## src/rtl/barrett_pkg.sv

```systemverilog
// Shared types and width helpers for the Barrett constant generator and the
// reducer constant ports that consume its outputs.
package barrett_pkg;

  typedef enum logic [1:0] {
    S_IDLE = 2'd0,
    S_LEN  = 2'd1,
    S_DIV  = 2'd2,
    S_DONE = 2'd3
  } state_e;

  localparam int NBITS_DEF = 128;
  localparam int KW = $clog2(NBITS_DEF) + 2;
  localparam int SW = $clog2(NBITS_DEF) + 1;

  function automatic int kw_of(input int nbits);
    return $clog2(nbits) + 2;
  endfunction

  function automatic int sw_of(input int nbits);
    return $clog2(nbits) + 1;
  endfunction

  // Bits of m that must read as ...0001 for an NTT-friendly modulus.
  function automatic logic [1023:0] low_mask(input int l2pd);
    return (1024'(1) << (l2pd + 1)) - 1024'(1);
  endfunction

endpackage

```

## src/rtl/bit_len_enc.sv

```systemverilog
// Combinational priority encoder: bit length (MSB index + 1) of the input,
// 0 for an all-zero input.
module bit_len_enc #(
  parameter int W  = 128,
  parameter int OW = $clog2(W + 1)
) (
  input  logic [W-1:0]  in_i,
  output logic [OW-1:0] n_o
);

  always_comb begin
    n_o = '0;
    for (int i = 0; i < W; i++)
      if (in_i[i]) n_o = OW'(i + 1);
  end

endmodule

```

## src/rtl/barrett_param_gen.sv

```systemverilog
// Sequential Barrett constant generator: bit length, shift amounts, 3m, and
// md = floor(2^(2n)/m) by restoring division, one quotient bit per cycle.
module barrett_param_gen
  import barrett_pkg::*;
#(
  parameter int NBITS       = 128,
  parameter int LOG2POLYDEG = 13
) (
  input  logic                      clk,
  input  logic                      rst,
  input  logic                      start,
  input  logic [NBITS-1:0]          m,
  output logic                      busy,
  output logic                      done,
  output logic                      err,
  output logic [NBITS:0]            md,
  output logic [kw_of(NBITS)-1:0]   k,
  output logic [sw_of(NBITS)-1:0]   k_shft_ah,
  output logic [sw_of(NBITS)-1:0]   k_shft_ahxmd,
  output logic [NBITS+1:0]          mx3
);

  localparam int KWL = kw_of(NBITS);
  localparam int SWL = sw_of(NBITS);
  localparam logic [NBITS-1:0] LOW_MASK = NBITS'(low_mask(LOG2POLYDEG));

  state_e            state_q, state_d;
  logic [NBITS-1:0]  m_q;
  logic [NBITS:0]    r_q, q_q, md_q;
  logic [KWL-1:0]    cnt_q, k_int_q, k_q;
  logic [SWL-1:0]    ksa_int_q, ksx_int_q, ksa_q, ksx_q;
  logic [NBITS+1:0]  mx3_int_q, mx3_q;
  logic              err_q;

  logic              m_valid;
  logic [KWL-1:0]    n;
  logic [NBITS:0]    r2, r_nxt, q_nxt;
  logic              ge;

  assign m_valid = ((m & LOW_MASK) == NBITS'(1)) && ((m & ~LOW_MASK) != '0);

  bit_len_enc #(.W(NBITS), .OW(KWL)) u_enc (
    .in_i (m_q),
    .n_o  (n)
  );

  // r < m always holds, so the doubled remainder fits in NBITS+1 bits.
  assign r2    = {r_q[NBITS-1:0], 1'b0};
  assign ge    = r2 >= {1'b0, m_q};
  assign r_nxt = ge ? r2 - {1'b0, m_q} : r2;
  assign q_nxt = {q_q[NBITS-1:0], ge};

  always_comb begin
    state_d = state_q;
    case (state_q)
      S_IDLE: if (start) state_d = m_valid ? S_LEN : S_DONE;
      S_LEN:  state_d = S_DIV;
      S_DIV:  if (cnt_q == KWL'(1)) state_d = S_DONE;
      S_DONE: state_d = S_IDLE;
      default: state_d = S_IDLE;
    endcase
  end

  always_ff @(posedge clk) begin
    if (rst) begin
      state_q   <= S_IDLE;
      m_q       <= '0;
      r_q       <= '0;
      q_q       <= '0;
      cnt_q     <= '0;
      k_int_q   <= '0;
      ksa_int_q <= '0;
      ksx_int_q <= '0;
      mx3_int_q <= '0;
      md_q      <= '0;
      k_q       <= '0;
      ksa_q     <= '0;
      ksx_q     <= '0;
      mx3_q     <= '0;
      err_q     <= 1'b0;
    end else begin
      state_q <= state_d;
      case (state_q)
        S_IDLE: if (start) begin
          if (m_valid) begin
            m_q <= m;
          end else begin
            err_q <= 1'b1;
            md_q  <= '0;
            k_q   <= '0;
            ksa_q <= '0;
            ksx_q <= '0;
            mx3_q <= '0;
          end
        end
        S_LEN: begin
          k_int_q   <= {n[KWL-2:0], 1'b0};
          ksa_int_q <= SWL'(n - KWL'(1));
          ksx_int_q <= SWL'(n + KWL'(1));
          mx3_int_q <= ({2'b00, m_q} << 1) + {2'b00, m_q};
          r_q       <= (NBITS+1)'(1) << (n - KWL'(1));
          q_q       <= '0;
          cnt_q     <= n + KWL'(1);
        end
        S_DIV: begin
          r_q   <= r_nxt;
          q_q   <= q_nxt;
          cnt_q <= cnt_q - KWL'(1);
          // Publish on the final step so every output is valid alongside done.
          if (cnt_q == KWL'(1)) begin
            md_q  <= q_nxt;
            k_q   <= k_int_q;
            ksa_q <= ksa_int_q;
            ksx_q <= ksx_int_q;
            mx3_q <= mx3_int_q;
            err_q <= 1'b0;
          end
        end
        S_DONE: err_q <= 1'b0;
        default: ;
      endcase
    end
  end

  assign busy         = state_q != S_IDLE;
  assign done         = state_q == S_DONE;
  assign err          = done & err_q;
  assign md           = md_q;
  assign k            = k_q;
  assign k_shft_ah    = ksa_q;
  assign k_shft_ahxmd = ksx_q;
  assign mx3          = mx3_q;

endmodule

```

## config.mk

```make
export PLATFORM = sky130hd
export DESIGN_NAME = barrett_param_gen
export DESIGN_NICKNAME = d
export VERILOG_FILES = /design/src/rtl/barrett_pkg.sv /design/src/rtl/bit_len_enc.sv /design/src/rtl/barrett_param_gen.sv
export SDC_FILE = /design/constraint.sdc
export NUM_CORES = 2
export LEC_CHECK = 0
export BUFFER_PORTS_ARGS = -buffer_cell sky130_fd_sc_hd__buf_2
export CORE_MARGIN = 4
export CORE_UTILIZATION = 36
export CTS_CLUSTER_DIAMETER = 100
export CTS_CLUSTER_SIZE = 28
export DETAILED_ROUTE_END_ITERATION = 12
export PLACE_DENSITY_LB_ADDON = 0.1
export SLEW_MARGIN = 40
export SYNTH_ARGS = -nofsm -noshare
export SYNTH_HDL_FRONTEND = slang
export SYNTH_SLANG_ARGS = --single-unit
```

## constraint.sdc

```tcl
create_clock -name clk -period 5.35 [get_ports clk]
set_input_delay 0.8025 -clock clk [delete_from_list [all_inputs] [get_ports clk]]
set_output_delay 0.8025 -clock clk [all_outputs]
set_load 0.01 [all_outputs]
```

# Yosys cells after proc, flatten, opt, wreduce, memory -nomap -nowiden
# Cells that the tools add are included.
# op_classes
add_sub_neg	5
eq_ne	8
bitwise	1
n_shift	1
multipliers	0
reduce_logical	11
n_lt_le_gt_ge	1
n_div	0
mux	158
# ops
op	n
$pmux W128 S2	2
$mux W7	64
$mux W130	3
$mux W129	3
$pmux W130 S2	1
$pmux W129 S2	1
$mux W6	32
$add A129 B128 Y130	1
$ge A129 B128 Y1	1
$mux W128	1
$reduce_bool A128 Y1	1
$shl A1 B9 Y128 const A	1
$sub A128 B128 Y128	1
$mux W5	16
$mux W8	5
$pmux W9 S2	2
$mux W4	8
$pmux W8 S2	2
$mux W9	3
$sub A9 B1 Y9 const B	2
$eq A14 B1 Y1 const B	1
$mux W3	4
$mux W2	5
$add A9 B1 Y9 const B	1
15 further kinds	24
# word_totals
inputBits	131
wordCells	200
latch_bits	0
output_inout_bits	287
ramBits	0
regBits	834
rom_bits	0
n_memories	0

# Logic depth before layout (Yosys ltp)
# depth
word_depth	131
mapped_depth	22
ltp_nobuf	20

# Cells and area by module
# Synthesis repeated with hierarchy kept, for this count alone.
# unflattened
cells_unflattened	6766
area_unflattened_um2	50616.0
# by_module_without_submodules
mod	cells_each	instances	seq_area_each_um2	area_each_um2
barrett_param_gen	6466	1	16636.0	48965.7
bit_len_enc	300	1	0.0	1650.3

# Worst setup path before layout
# Ideal clock, no wire load.
# synth_path
path_kind	reg2reg
startpoint	register m_q[92]
endpoint	register r_q[63]
path_stages_with_launch	20
t_arrival_ps	4078
period_less_slack_ps	4138
t_required_ps	5290
setup_ps	60
n_path_buf	2
setup_slack_ps	1212
path_cell_list	dfxtp_1 or3_1 a211oi_1 o211ai_1 a2111oi_2 nand4_1 a211o_1 nand3_2 nor2_1 inv_1 ha_1 clkbuf_1 nor4b_4 xor2_2 or3_1 buf_4 nor3_2 a31oi_1 o22ai_1 a311o_1
# synth_via
elab_chain_cells	39
word_cells_on_any_way	41
classes_between	add/sub (1); order compare (1); shift (1); mux (38)
# synth_rtl
element	line_no	source
start, declared	barrett_param_gen.sv:28	logic [NBITS-1:0] m_q;
start signal, assigned	barrett_param_gen.sv:86	m_q <= m;
$mux W7 (35 in series)	bit_len_enc.sv:14	if (in_i[i]) n_o = OW'(i + 1);
$mux W8	bit_len_enc.sv:14	
via n[0]	barrett_param_gen.sv:36	logic [KWL-1:0] n;
$sub A9 B1 Y9	barrett_param_gen.sv:101	r_q <= (NBITS+1)'(1) << (n - KWL'(1));
$shl A1 B9 Y128	barrett_param_gen.sv:101	
$pmux W128 S2	barrett_param_gen.sv:83	case (state_q)
end signal, assigned	barrett_param_gen.sv:101	
end signal, assigned	barrett_param_gen.sv:106	r_q <= r_nxt;
end, declared	barrett_param_gen.sv:29	logic [NBITS:0] r_q, q_q, md_q;
# The timed path passes the listed nets, and every way through them passes these cells.
# A chain may end at the register's enable or synchronous reset.

# Worst setup path after layout
# layout_path
startpoint	register m_q[1]
endpoint	register r_q[7]
# layout_via
elab_chain_cells	130
word_cells_on_any_way	133
classes_between	add/sub (2); order compare (1); shift (1); mux (129)
# layout_rtl
element	line_no
$mux W2 (2 in series)	bit_len_enc.sv:14
$mux W3 (4 in series)	bit_len_enc.sv:14
$mux W4 (8 in series)	bit_len_enc.sv:14
$mux W5 (16 in series)	bit_len_enc.sv:14
$mux W6 (32 in series)	bit_len_enc.sv:14
$mux W7 (64 in series)	bit_len_enc.sv:14
$mux W8	bit_len_enc.sv:14
via n[1]	barrett_param_gen.sv:36
$sub A9 B1 Y9	barrett_param_gen.sv:101
$shl A1 B9 Y128	barrett_param_gen.sv:101
$pmux W128 S2	barrett_param_gen.sv:83
# The timed path passes the listed nets, and every way through them passes these cells.

==> impl_results.md <==
- Status: complete, no violations
- RSZ-0062 raised after global routing: false
- Crit-path max FO: 5
- Ranking of synthesized cells by area: dfxtp_1, ha_1, a21oi_1, nor2_1, nand2_1
- Fillers: 13946
- CTS sink count: a little over 800
- Antenna-violating nets left: 0
- Design area: 54900 sq um
- DRC errors left: 0
- IO Port Bufs: 416
- IO Count: roughly 420
- Worst Reg2Reg Path Length in Cells: 18
- Area of the multi-input gates: approximately 30000 sq um
- Synth Flop Type: dfxtp_1
- Register area share after synthesis: 34.3%
- CP Cell Sequence: inv_1 -> ha_1 -> o311a_1 -> o21ai_1 -> a211oi_4 -> o21bai_1 -> a31oi_2 -> or4_1 -> a31oi_1 -> inv_1 -> ha_1 -> nor4b_4 -> xor2_2 -> nor3_1 -> nand3_1 -> nor2_1 -> a221oi_1 -> nor3_1
- Crit path DAT: approximately 5.7 ns
- Max rail drop VDD: roughly 0.37 mV
- M1 GR Usage: 33.4%
- Leakage: 22.2 nW
- Core Box Area: 134000 sq um
- Pwr per Cell Area: 463 nW/um^2
- Clk Tree Root Cell: clkbuf_16
- Worst slew pin tran: 0.890 ns
- Startpoint Class: flip-flop
- Hold depth: 3
- CP peak stage delay: ~0.52 ns
- Tcrit/Tclk final: 95.8%
- Slack of the critical path: 0.225 ns
- Antenna violations before repair: 2
- Via count: 46861
- Slew headroom: roughly 41%
- Cell Area, Synth: 48500 sq um
- Via density: 5.67
- Hold Path Class: in2reg
- Avg Cell Area, Syn: ~7.8 sq um
- Mapped Cells: 6212
- Vias in the first global route: 44580
- Max Clock Skew: approximately 0.033 ns
- Post-Route WL: 181000 microns
- Max clock buf depth: 3
- DR iter-0 viols: 3587
- Crit-path slowest cell: or4_1
- Post-synth ARST share: 0%
- Setup violations, final: 0
- Synth top area share: 34.3%
- First-pass DRT Iterations: 5
- Post-layout util: 41.0%
- Placed standard-cell area: 53100 sq um
- P&R area growth vs syn: 13.1%
- Initial Util: 36.3%
- DIE HEIGHT: roughly 380 microns
- Register area: 16600 sq um
- N_diodes: 0
- Final Hold Fails: 0
- Clock-pin slew on the worst setup and hold paths: 0.11 ns
- # Max-Cap Violations: 0
- Post-synth cell types: 106
- Total gr overflow: 0
- Rows: 134
- Critical Path RT: 5.94 ns
- Fin. max-slew vios: 0
- Pre-CTS WS: -0.0290 ns
- Cts hold-fix bufs: 0
- Gpl congestion: 0.936
- Pin count of the biggest net entering global routing: about 170
- First-pass GRT wire length: 275000 microns
- Drt wl/cell: 21.8 microns
- Share of cells above drive strength 1: 12.2%
- Die width: 375 microns
- Peak-usage layer in the global routing report: met2
- Worst skew pair latency: 0.69 ns
- F_max: 195 MHz
- CTS tree: built
- CTS buffer count: between 40 and 50
- Met2 Use GR: 40.2%
- Yosys reg bits: 831
- Post-synth EDFFs: 0
- NumNets Final: about 7000
- Syn Nets: 6617
- Min Tclk post-route: approximately 5.1 ns
- Hpwl dp: ~140000 microns
- Die area: approximately 140000 sq um
- Cell taking the most area after synthesis: dfxtp_1
- CP Capture Type: flip-flop
- Ys Warns: 0
- CTS HTree Levels: 2
- Global Route Usage Sum: 24.4%
- Setup Crit Path Kind: reg2reg
- GR Layer Usage met3: under 10%
## registers in the layout, summed over array words and instances (netlist names)
signal        count
q_q             128
state_q           2
k_shft_ahxmd      7
m_q             128
mx3             130
err_q             1
ksx_int_q         7
k_int_q           8
k_shft_ah         8
r_q             128
cnt_q             9
k                 8
ksa_int_q         8
md              129
mx3_int_q       130
## worst paths after layout
kind | from | slack (ns) | to
setup / recovery | m_q[1] | 0.23 | r_q[7]
hold / removal | m[118] | 0.37 | m_q[118]
setup reg to reg | m_q[1] | 0.23 | r_q[7]
hold reg to reg | m_q[5] | 0.48 | m_q[5]
## area by class of cell
class / instances / area share (%)
clock buffers: 47 / 2.14
clock inverters: 30 / 0.887
inverters: 215 / 1.48
well taps: 1768 / 4.03
repair buffers: 612 / 7.04
flip-flops and latches: 831 / 30.3
multi-input cells: 4760 / 54.1
## synth_stat cells (all sizes together), types with 120 or more instances
| library cell | count |
|---|---|
| ha | 272 |
| inv | 214 |
| o21ai | 259 |
| a21oi | 612 |
| xnor2 | 153 |
| nor3 | 174 |
| mux2i | 120 |
| nor2 | 760 |
| nand3 | 217 |
| a21o | 143 |
| a22oi | 292 |
| clkbuf | 355 |
| nand2 | 651 |
| dfxtp | 831 |
## what timing repair did
item                                    4_1_cts  5_1_grt
buffers inserted                              0        2
gates cloned                                  0        0
endpoints found under the setup margin       17       61
pin swaps                                     0        3
gates resized for setup                       4        6
hold endpoints to repair                      0        0
## metal layers
metal	vias up	part of all wire (%)
met2	1165	46
met1	22492	46
li1	22991	-
met3	213	4.8
met5	-	0
met4	0	3.2
## through the flow
stage	hold WS [ns]	power, W	cells	TNS (ns)
global placement	0.461	0.0210	8184	-10.81
detailed placement	0.466	0.0209	8184	-0.0422
floorplan	0.442	0.0166	6212	0
global route	0.329	0.0270	8263	0
finish	0.367	0.0254	8263	0
CTS	0.303	0.0255	8261	0
## placed cells by master, fill, tap and decap left out, types with 43 or more instances in the layout
cell type and n:
buf_2 415, nor2_1 759, buf_4 170, a21o_1 143, a31oi_1 58, a21oi_1 611
a211oi_1 84, a221oi_1 87, nand2_1 650, nand4_1 69, mux2i_1 120, nand3_1 215
xor2_1 83, a22oi_1 292, o21bai_1 61, nor3_1 161, and3_1 50, xnor2_1 153
o21a_1 43, clkbuf_16 47, nor2b_1 44, nor4_1 61, o21ai_0 249, ha_1 269
inv_1 213, dfxtp_1 831
## critical path, delay by kind of cell (launching register included)
family / cells / cell delay, ns
xor+xnor: 1 / 0.18
compound gates: 7 / 1.78
simple gates: 6 / 1.95
buf+inv: 2 / 0.25
fa+ha+maj: 2 / 0.45
flops: 1 / 0.42
## cells by family after synthesis
kind of cell | after synthesis | synth area share, %
AND/OR/NAND/NOR | 2219 | 21.1
AO/OA/AOI/OAI | 1902 | 25.6
other | 1 | 0.00772
adder cells (fa/ha/maj) | 274 | 7.09
flip-flops | 831 | 34.3
multiplexers | 127 | 2.64
buffers and inverters | 621 | 4.92
XOR/XNOR | 237 | 4.29
## where the power goes
part	internal (W)	switching [W]
logic	0.00497	0.00902
clock network	0.00182	0.00260
registers	0.00657	0.000433
total	0.0134	0.0121
Power figures use the tool's default switching activity.
